--- config.mk ---
export PLATFORM = sky130hd
export DESIGN_NAME = comma_aligner_10b
export DESIGN_NICKNAME = d
export VERILOG_FILES = /design/src/rtl/coders_pkg.sv /design/src/rtl/comma_detect_20b.sv /design/src/rtl/comma_aligner_10b.sv
export SDC_FILE = /design/constraint.sdc
export NUM_CORES = 1
export LEC_CHECK = 0
export ABC_CLOCK_PERIOD_IN_PS = 3800
export CORE_UTILIZATION = 25
export DETAILED_ROUTE_END_ITERATION = 10
export GPL_ROUTABILITY_DRIVEN = 0
export PLACE_DENSITY = 0.52
export SETUP_SLACK_MARGIN = 0.1
export SYNTH_ARGS = -nofsm -noshare
export SYNTH_HDL_FRONTEND = slang
export SYNTH_SLANG_ARGS = --single-unit
--- constraint.sdc ---
create_clock -name clk -period 3.8 [get_ports clk]
set_input_delay 0.57 -clock clk [delete_from_list [all_inputs] [get_ports clk]]
set_output_delay 0.57 -clock clk [all_outputs]
set_load 0.02 [all_outputs]
--- src/rtl/coders_pkg.sv ---
// Shared 8b/10b constants: comma prefixes, K28.5 symbols and the aligner state type.
package coders_pkg;

  localparam logic [6:0] COMMA_P   = 7'b0011111;
  localparam logic [6:0] COMMA_N   = 7'b1100000;
  localparam logic [9:0] K28_5_RDN = 10'b0011111010;
  localparam logic [9:0] K28_5_RDP = 10'b1100000101;

  typedef enum logic [1:0] {
    UNLOCKED,
    CANDIDATE,
    LOCKED
  } align_state_t;

  // A comma is recognised by its first seven bits only, so K28.1/5/7 all match.
  function automatic logic isCommaPrefix(input logic [9:0] sym);
    return (sym[9:3] == COMMA_P) || (sym[9:3] == COMMA_N);
  endfunction

endpackage

--- src/rtl/comma_detect_20b.sv ---
// Combinational comma search over the ten candidate symbol positions of a 20-bit window.
module comma_detect_20b
  import coders_pkg::*;
(
  input  logic [19:0] i_window,
  output logic [9:0]  o_hit,
  output logic [3:0]  o_detOff,
  output logic        o_commaAny
);

  always_comb begin
    o_hit = '0;
    for (int k = 0; k < 10; k++) begin
      o_hit[k] = isCommaPrefix(i_window[19-k -: 10]);
    end
  end

  // Scanning downwards lets the lowest hit overwrite any higher one.
  always_comb begin
    o_detOff = '0;
    for (int k = 9; k >= 0; k--) begin
      if (o_hit[k]) begin
        o_detOff = 4'(k);
      end
    end
  end

  assign o_commaAny = |o_hit;

endmodule

--- src/rtl/comma_aligner_10b.sv ---
// Word aligner: finds the comma boundary in an unaligned 10-bit stream and emits aligned symbols.
module comma_aligner_10b
  import coders_pkg::*;
#(
  parameter int LOCK_CNT   = 3,
  parameter int UNLOCK_CNT = 4
) (
  input  logic       clk,
  input  logic       rst,
  input  logic       i_valid,
  input  logic [9:0] i_10b,
  output logic       o_valid,
  output logic [9:0] o_10b,
  output logic       o_comma,
  output logic       o_locked,
  output logic [3:0] o_offset,
  output logic       o_realign
);

  localparam int CNT_MAX = (LOCK_CNT > UNLOCK_CNT) ? LOCK_CNT : UNLOCK_CNT;
  localparam int CNT_W   = $clog2(CNT_MAX + 1);
  localparam logic [CNT_W-1:0] CNT_SAT = '1;
  localparam logic [CNT_W-1:0] CNT_ONE = CNT_W'(1);

  align_state_t     r_state;
  logic [9:0]       r_prev;
  logic [3:0]       r_off;
  logic [CNT_W-1:0] r_cnt;
  logic [CNT_W-1:0] r_miss;
  logic             r_valid;
  logic [9:0]       r_10b;
  logic             r_comma;
  logic             r_realign;

  logic [19:0]      w_window;
  logic [9:0]       w_hit;
  logic [3:0]       w_detOff;
  logic             w_commaAny;
  logic [3:0]       w_selOff;
  logic [9:0]       w_selSym;
  logic             w_hitAtOff;

  assign w_window = {r_prev, i_10b};

  comma_detect_20b u_detect (
    .i_window   (w_window),
    .o_hit      (w_hit),
    .o_detOff   (w_detOff),
    .o_commaAny (w_commaAny)
  );

  // While unlocked a fresh comma is honoured in the same word it appears in.
  assign w_selOff = (r_state == UNLOCKED && w_commaAny) ? w_detOff : r_off;

  always_comb begin
    w_selSym   = '0;
    w_hitAtOff = 1'b0;
    for (int k = 0; k < 10; k++) begin
      if (w_selOff == 4'(k)) begin
        w_selSym = w_window[19-k -: 10];
      end
      if (r_off == 4'(k)) begin
        w_hitAtOff = w_hit[k];
      end
    end
  end

  always_ff @(posedge clk or posedge rst) begin
    if (rst) begin
      r_state   <= UNLOCKED;
      r_prev    <= '0;
      r_off     <= '0;
      r_cnt     <= '0;
      r_miss    <= '0;
      r_valid   <= 1'b0;
      r_10b     <= '0;
      r_comma   <= 1'b0;
      r_realign <= 1'b0;
    end else begin
      r_valid   <= i_valid;
      r_realign <= 1'b0;
      if (i_valid) begin
        r_prev  <= i_10b;
        r_10b   <= w_selSym;
        r_comma <= isCommaPrefix(w_selSym);
        case (r_state)
          UNLOCKED: begin
            if (w_commaAny) begin
              r_off     <= w_detOff;
              r_realign <= (w_detOff != r_off);
              if (LOCK_CNT == 1) begin
                r_state <= LOCKED;
                r_cnt   <= '0;
              end else begin
                r_state <= CANDIDATE;
                r_cnt   <= CNT_ONE;
              end
            end
          end
          CANDIDATE: begin
            if (w_hitAtOff) begin
              if (int'(r_cnt) + 1 == LOCK_CNT) begin
                r_state <= LOCKED;
                r_cnt   <= '0;
              end else if (r_cnt != CNT_SAT) begin
                r_cnt <= r_cnt + CNT_ONE;
              end
            end else if (w_commaAny) begin
              r_off     <= w_detOff;
              r_realign <= (w_detOff != r_off);
              r_cnt     <= CNT_ONE;
            end
          end
          LOCKED: begin
            // The offset is frozen here; only a run of foreign commas can break lock.
            if (w_hitAtOff) begin
              r_miss <= '0;
            end else if (w_commaAny) begin
              if (int'(r_miss) + 1 == UNLOCK_CNT) begin
                r_state <= UNLOCKED;
                r_miss  <= '0;
              end else if (r_miss != CNT_SAT) begin
                r_miss <= r_miss + CNT_ONE;
              end
            end
          end
          default: r_state <= UNLOCKED;
        endcase
      end
    end
  end

  assign o_valid   = r_valid;
  assign o_10b     = r_10b;
  assign o_comma   = r_comma;
  assign o_locked  = (r_state == LOCKED);
  assign o_offset  = r_off;
  assign o_realign = r_realign;

endmodule

After elaboration in Yosys (flattened, before gate mapping). Index checks and enable logic that the tools add are counted.

Add/subtract/negate cells: 4. Reduce and logical (&&, ||, !) cells: 23. Equal/unequal tests: 55. Multiplexer cells: 54.

Operators by type and width (count): $mux W10 (10); $eq A7 B5 Y1 const B (11); $eq A7 B7 Y1 const B (11); $mux W4 (13); $eq A4 B3 Y1 const B (9); $mux W3 (8); $eq A4 B2 Y1 const B (5); $eq A4 B4 Y1 const B (4); $mux W1 (13); $mux W2 (6); $logic_or A1 B1 Y1 (11); $ne A2 B2 Y1 const B (5); $reduce_or A10 Y1 (1); $add A3 B1 Y4 const B (2); $eq A4 B1 Y1 const B (2); $logic_not A4 Y1 (2); $pmux W4 S2 (1); $reduce_and A7 Y1 (1); $add A3 B1 Y3 const B (2); $ne A3 B3 Y1 const B (2); $pmux W2 S3 (1); $pmux W3 S2 (1); $reduce_and A3 Y1 (2); $ne A2 B1 Y1 const B (2); 10 further kinds (11).

Register bits after elaboration: 35. Output and inout bits: 18. Input bits: 13. Logic and storage cells: 145.

Longest topological paths before layout.
Word-level depth: 26. Gate-level depth with buffers: 15. Mapped depth without buffers: 11.

By module. Synthesis repeated with hierarchy kept, for this count alone.

Cells, all modules: 399. Area total of the unflattened synthesis: 3445.8 um^2.

Modules (own cells, without submodules): comma_aligner_10b (seq. area each 875.8 um^2, cells an instance 319, area each 2895.3 um^2, times used 1); comma_detect_20b (seq. area each 0.0 um^2, cells an instance 80, area each 550.5 um^2, times used 1).

Least setup slack after synthesis. OpenSTA, ideal clock, no wires.

Kind: input -> register. From: input i_10b[5]. To: register r_comma, in the netlist o_comma. Data required time: 3.696 ns. Arrival time: 3.385 ns. Stages on the path: 12. Slack: 0.311 ns. Path buffers: 1. Setup time: 0.104 ns. Cell sequence: or4_4 -> a211o_1 -> mux2i_4 -> o41ai_2 -> or3_1 -> buf_6 -> a41o_1 -> a221oi_2 -> o311ai_1 -> a2111oi_0 -> nand4b_1 -> o311ai_1.

Cells in the longest elaborated chain, start to end: 26. Elaborated cells between the ends (all ways): 42. Classes of those cells: eq/ne (15); mux (21); reduce/logical (6).

Ends and longest elaborated chain: from (decl) (RTL line comma_aligner_10b.sv:11) `input logic [9:0] i_10b,`; $eq A7 B5 Y1 / $eq A7 B7 Y1 (equally long branches) (RTL line coders_pkg.sv:17) `return (sym[9:3] == COMMA_P) || (sym[9:3] == COMMA_N);`; $logic_or A1 B1 Y1 (RTL line coders_pkg.sv:17); $mux W4 (10 in series) (RTL line comma_detect_20b.sv:22) `if (o_hit[k]) begin`; $mux W4 (RTL line comma_aligner_10b.sv:53) `assign w_selOff = (r_state == UNLOCKED && w_commaAny) ? w_detOff : r_off;`; $logic_not A4 Y1 (RTL line comma_aligner_10b.sv:59) `if (w_selOff == 4'(k)) begin`; $mux W10 (9 in series) (RTL line comma_aligner_10b.sv:59); $mux W10 (*) (RTL line comma_aligner_10b.sv:59); $eq A7 B5 Y1 / $eq A7 B7 Y1 (equally long branches) (RTL line coders_pkg.sv:17); $logic_or A1 B1 Y1 (*) (RTL line coders_pkg.sv:17); to (signal assigned) (RTL line comma_aligner_10b.sv:85) `r_comma <= isCommaPrefix(w_selSym);`; to (decl) (RTL line comma_aligner_10b.sv:32) `logic r_comma;`.

Every way passes the cells marked *; elsewhere a longest branch is shown, timed or not. A chain may end at the register's enable or synchronous reset.

Final worst setup path.
From: input i_10b[6]. To: register r_comma, in the netlist o_comma.

Same word-level chain as after synthesis.

==> flow_summary.yaml <==
power_and_ir_drop:
  power_density_nw_per_um2: 791.6
  power.total_mw: 4.017
  swShare: 0.4420
  seqPwrFrac: 0.151
  clkPwrFrac: 0.109
  power_leakage_nw: 2.128
  vdd_drop_max_v: 0.0004717
  pwr-share-comb: 0.740
  power.internal_mw: 2.242
  p_sw_mw: 1.776
hold_path:
  hold_depth: 1
  min_to: "o_10b[5]"
  min_from: "o_10b[5]"
  hp-class: "reg2reg"
setup_path:
  r2r_cells: 16
  arrival_ps: 3750
  cp-end-kind: "flop"
  critical-path-top-delay-family: "simple AND/OR/NAND/NOR gates"
  crit_path_max_fanout: 8
  crit_top_cell: "buf_4"
  slowest_stage: "or4_4"
  path_cells: "buf_4, or4_4, a211o_1, mux2i_4, o41ai_4, or3_4, buf_8, buf_4, a21oi_4, buf_6, nor2_1, a2bb2oi_2, buf_4, nand2_1, nand4_1, o311ai_2"
  crit_type: "in2reg"
  r2r-end: "o_comma"
  regToRegStartpoint: "r_prev[5]"
  cp.required_ps: 3990
  r2r_slack_ps: 260
  critPathBufInv: 5
  cpPeakStageDelay_ps: 530
  worstSetupStartpointType: "input port"
floorplan:
  die-area_um2: 14070
  core_um2: 13240
  fp-row-count: 42
  io_pins: 31
  die_w_um: 118.6
  start_util: 0.2567
  die_height_um: 118.6
yosys:
  ys_ff_latch: 35
  synth_top_area_cell: "dfrtp_1"
  synth_cells: 422
  yosys_warnings: 0
  async_flop_share: 1.000
  ys_types: 76
  synth.area.top_cells: "dfrtp_1 (26%), nor2_1 (4.9%), mux2_2 (4.6%)"
  synth_edf_count: 0
  synthesis.nets: 440
  syn_avg_cell_area_um2: 8.056
  ys.flop_type: "dfrtp_1"
  synth.top_cell.area_share: 0.2576
  seq_area_frac_synth: 0.2576
  netlist_area_um2: 3400
timing:
  max-slew-margin-rel: 0.5285
  tightest_slew_ps: 706.5
  rsz0062_at_grt: "no"
  hold_slack_ps: 512.4
  max_freq_mhz: 280.9
  fin_crit_ps: 3560
  setup_tns_ps: 0
  hold_viol: 0
  drv_slew: 0
  period_share: 0.9369
  fin_skew_ps: 5.207
  setup_viol: 0
clock_tree:
  cts_sinks: 35
  max-clock-path-buffers: 2
  htree_num_levels: 2
  clock-root-buffer: "clkbuf_16"
  cts_tree: "built"
  clk_latency_ps: 290
  clk_pin_slew_ps: 60
  numCtsBuffers: 5
routing:
  antenna_left: 0
  finalWirelength_um: 12670
  drc: 0
  wl_per_cell_um: 17.55
  drtPass1Iterations: 5
  routed_via_density: 5.428
  dr.first_iter.drc_count: 214
  vias: 3919
place:
  dp_hpwl_um: 9304
  numPortBuffers: 30
global_routing:
  grt_overflow: 0
  grt_pass1_wl_um: 19620
  antenna_found_initial: 0
  first_global_vias: 3758
  track_usage: 0.1755
  grt_max_degree: 38
layout:
  fillers: 1367
  diodes: 0
  register_area_um2: 878.3
  drive_gt1_frac: 0.3791
  syn_to_final_growth_pct: 49.28
  multiInputGateArea_um2: 2591
  nets: 563
run_status:
  status: "finished clean"
flow_run:
  drv_cap: 0
worst max path at each step:
stage | start | endpoint | slack [ps] | cells past startpoint
finish | i_10b[6] | o_comma | 240 | 16
floorplan | i_10b[5] | o_comma | 310 | 12
global placement | i_10b[9] | o_comma | -540 | 14
CTS | i_10b[7] | o_comma | 110 | 13
detailed placement | i_10b[9] | o_comma | -550 | 13
global route | r_prev[5] | o_comma | 90 | 16
power groups by stage:
stage	registers [mW]	clock network, mW	logic, mW
floorplan	0.659	0	1.37
global placement	0.610	0	2.44
detailed placement	0.612	0	2.45
CTS	0.608	0.454	2.55
global route	0.625	0.467	3.16
finish	0.605	0.439	2.97
routing by layer:
metal / vias up / wire (um) / track usage
met3: 45 / 538 / 0.02799
met4: 0 / 564 / 0.08703
met2: 131 / 5889 / 0.2781
met1: 1893 / 5676 / 0.2304
li1: 1850 / - / -
met5: - / 0 / 0
kinds of logic (layout without fill, tap and decap cells):
group,after synthesis,after routing,share of synthesized area
multiplexers,26,26,0.08907
buffers and inverters,44,168,0.06146
AND/OR/NAND/NOR,169,169,0.2643
AO/OA/AOI/OAI,141,141,0.3040
flip-flops,35,35,0.2576
XOR/XNOR,2,2,0.005154
adder cells (fa/ha/maj),5,5,0.01840
state kept, by name, summed over array words and instances, names as in the netlist:
register / count
o_10b: 10
o_comma: 1
o_offset: 4
o_realign: 1
o_valid: 1
r_cnt: 3
r_miss: 3
r_prev: 10
r_state: 2
synth_stat cells (7+ instances only):
| cell | count |
|---|---|
| dfrtp_1 | 35 |
| nor2b_1 | 8 |
| mux2_2 | 14 |
| a22o_1 | 7 |
| a21oi_1 | 20 |
| a21o_1 | 7 |
| nand2b_1 | 7 |
| o21ai_0 | 29 |
| and2_1 | 7 |
| nand2_1 | 35 |
| nor3_1 | 10 |
| or2_2 | 7 |
| nand3_1 | 14 |
| buf_2 | 11 |
| nor2_1 | 44 |
| mux2i_1 | 10 |
| inv_1 | 12 |
| clkbuf_1 | 16 |
| o31ai_1 | 7 |
repair_timing:
action,CTS,global route
endpoints found under the setup margin,11,5
pin swaps,8,16
hold buffers,0,0
gates resized for setup,17,58
buffers inserted,4,12
gates cloned,0,1
cell type report:
class,count,share of cell area
tap,176,0.04339
inverter,12,0.008876
clock buffer,8,0.03082
sequential,35,0.1731
timing repair buffer,148,0.2332
multi-input combinational,343,0.5106
metrics by stage:
step	area, um2	util	worst slack [ps]	instances
detailed placement	4514	0.3409	-548.1	697
global route	5075	0.3832	85.01	722
floorplan	3400	-	311.5	422
CTS	4752	0.3588	106.3	709
finish	5075	0.3832	239.7	722
global placement	4514	0.3409	-544.1	697
cells in the final DEF (no fill, tap or decap), types with 8 or more instances in the layout:
| cell | netlist | routed |
|---|---|---|
| a21oi_1 | 20 | 16 |
| nand3_1 | 14 | 14 |
| o21ai_0 | 29 | 26 |
| mux2_2 | 14 | 14 |
| buf_4 | 2 | 112 |
| nor2_1 | 44 | 43 |
| clkdlybuf4s50_1 | 0 | 24 |
| mux2i_1 | 10 | 9 |
| nor3_1 | 10 | 8 |
| dfrtp_1 | 35 | 33 |
| nor2b_1 | 8 | 8 |
| nand2_1 | 35 | 34 |
| inv_1 | 12 | 12 |
Power figures use the tool's default switching activity.
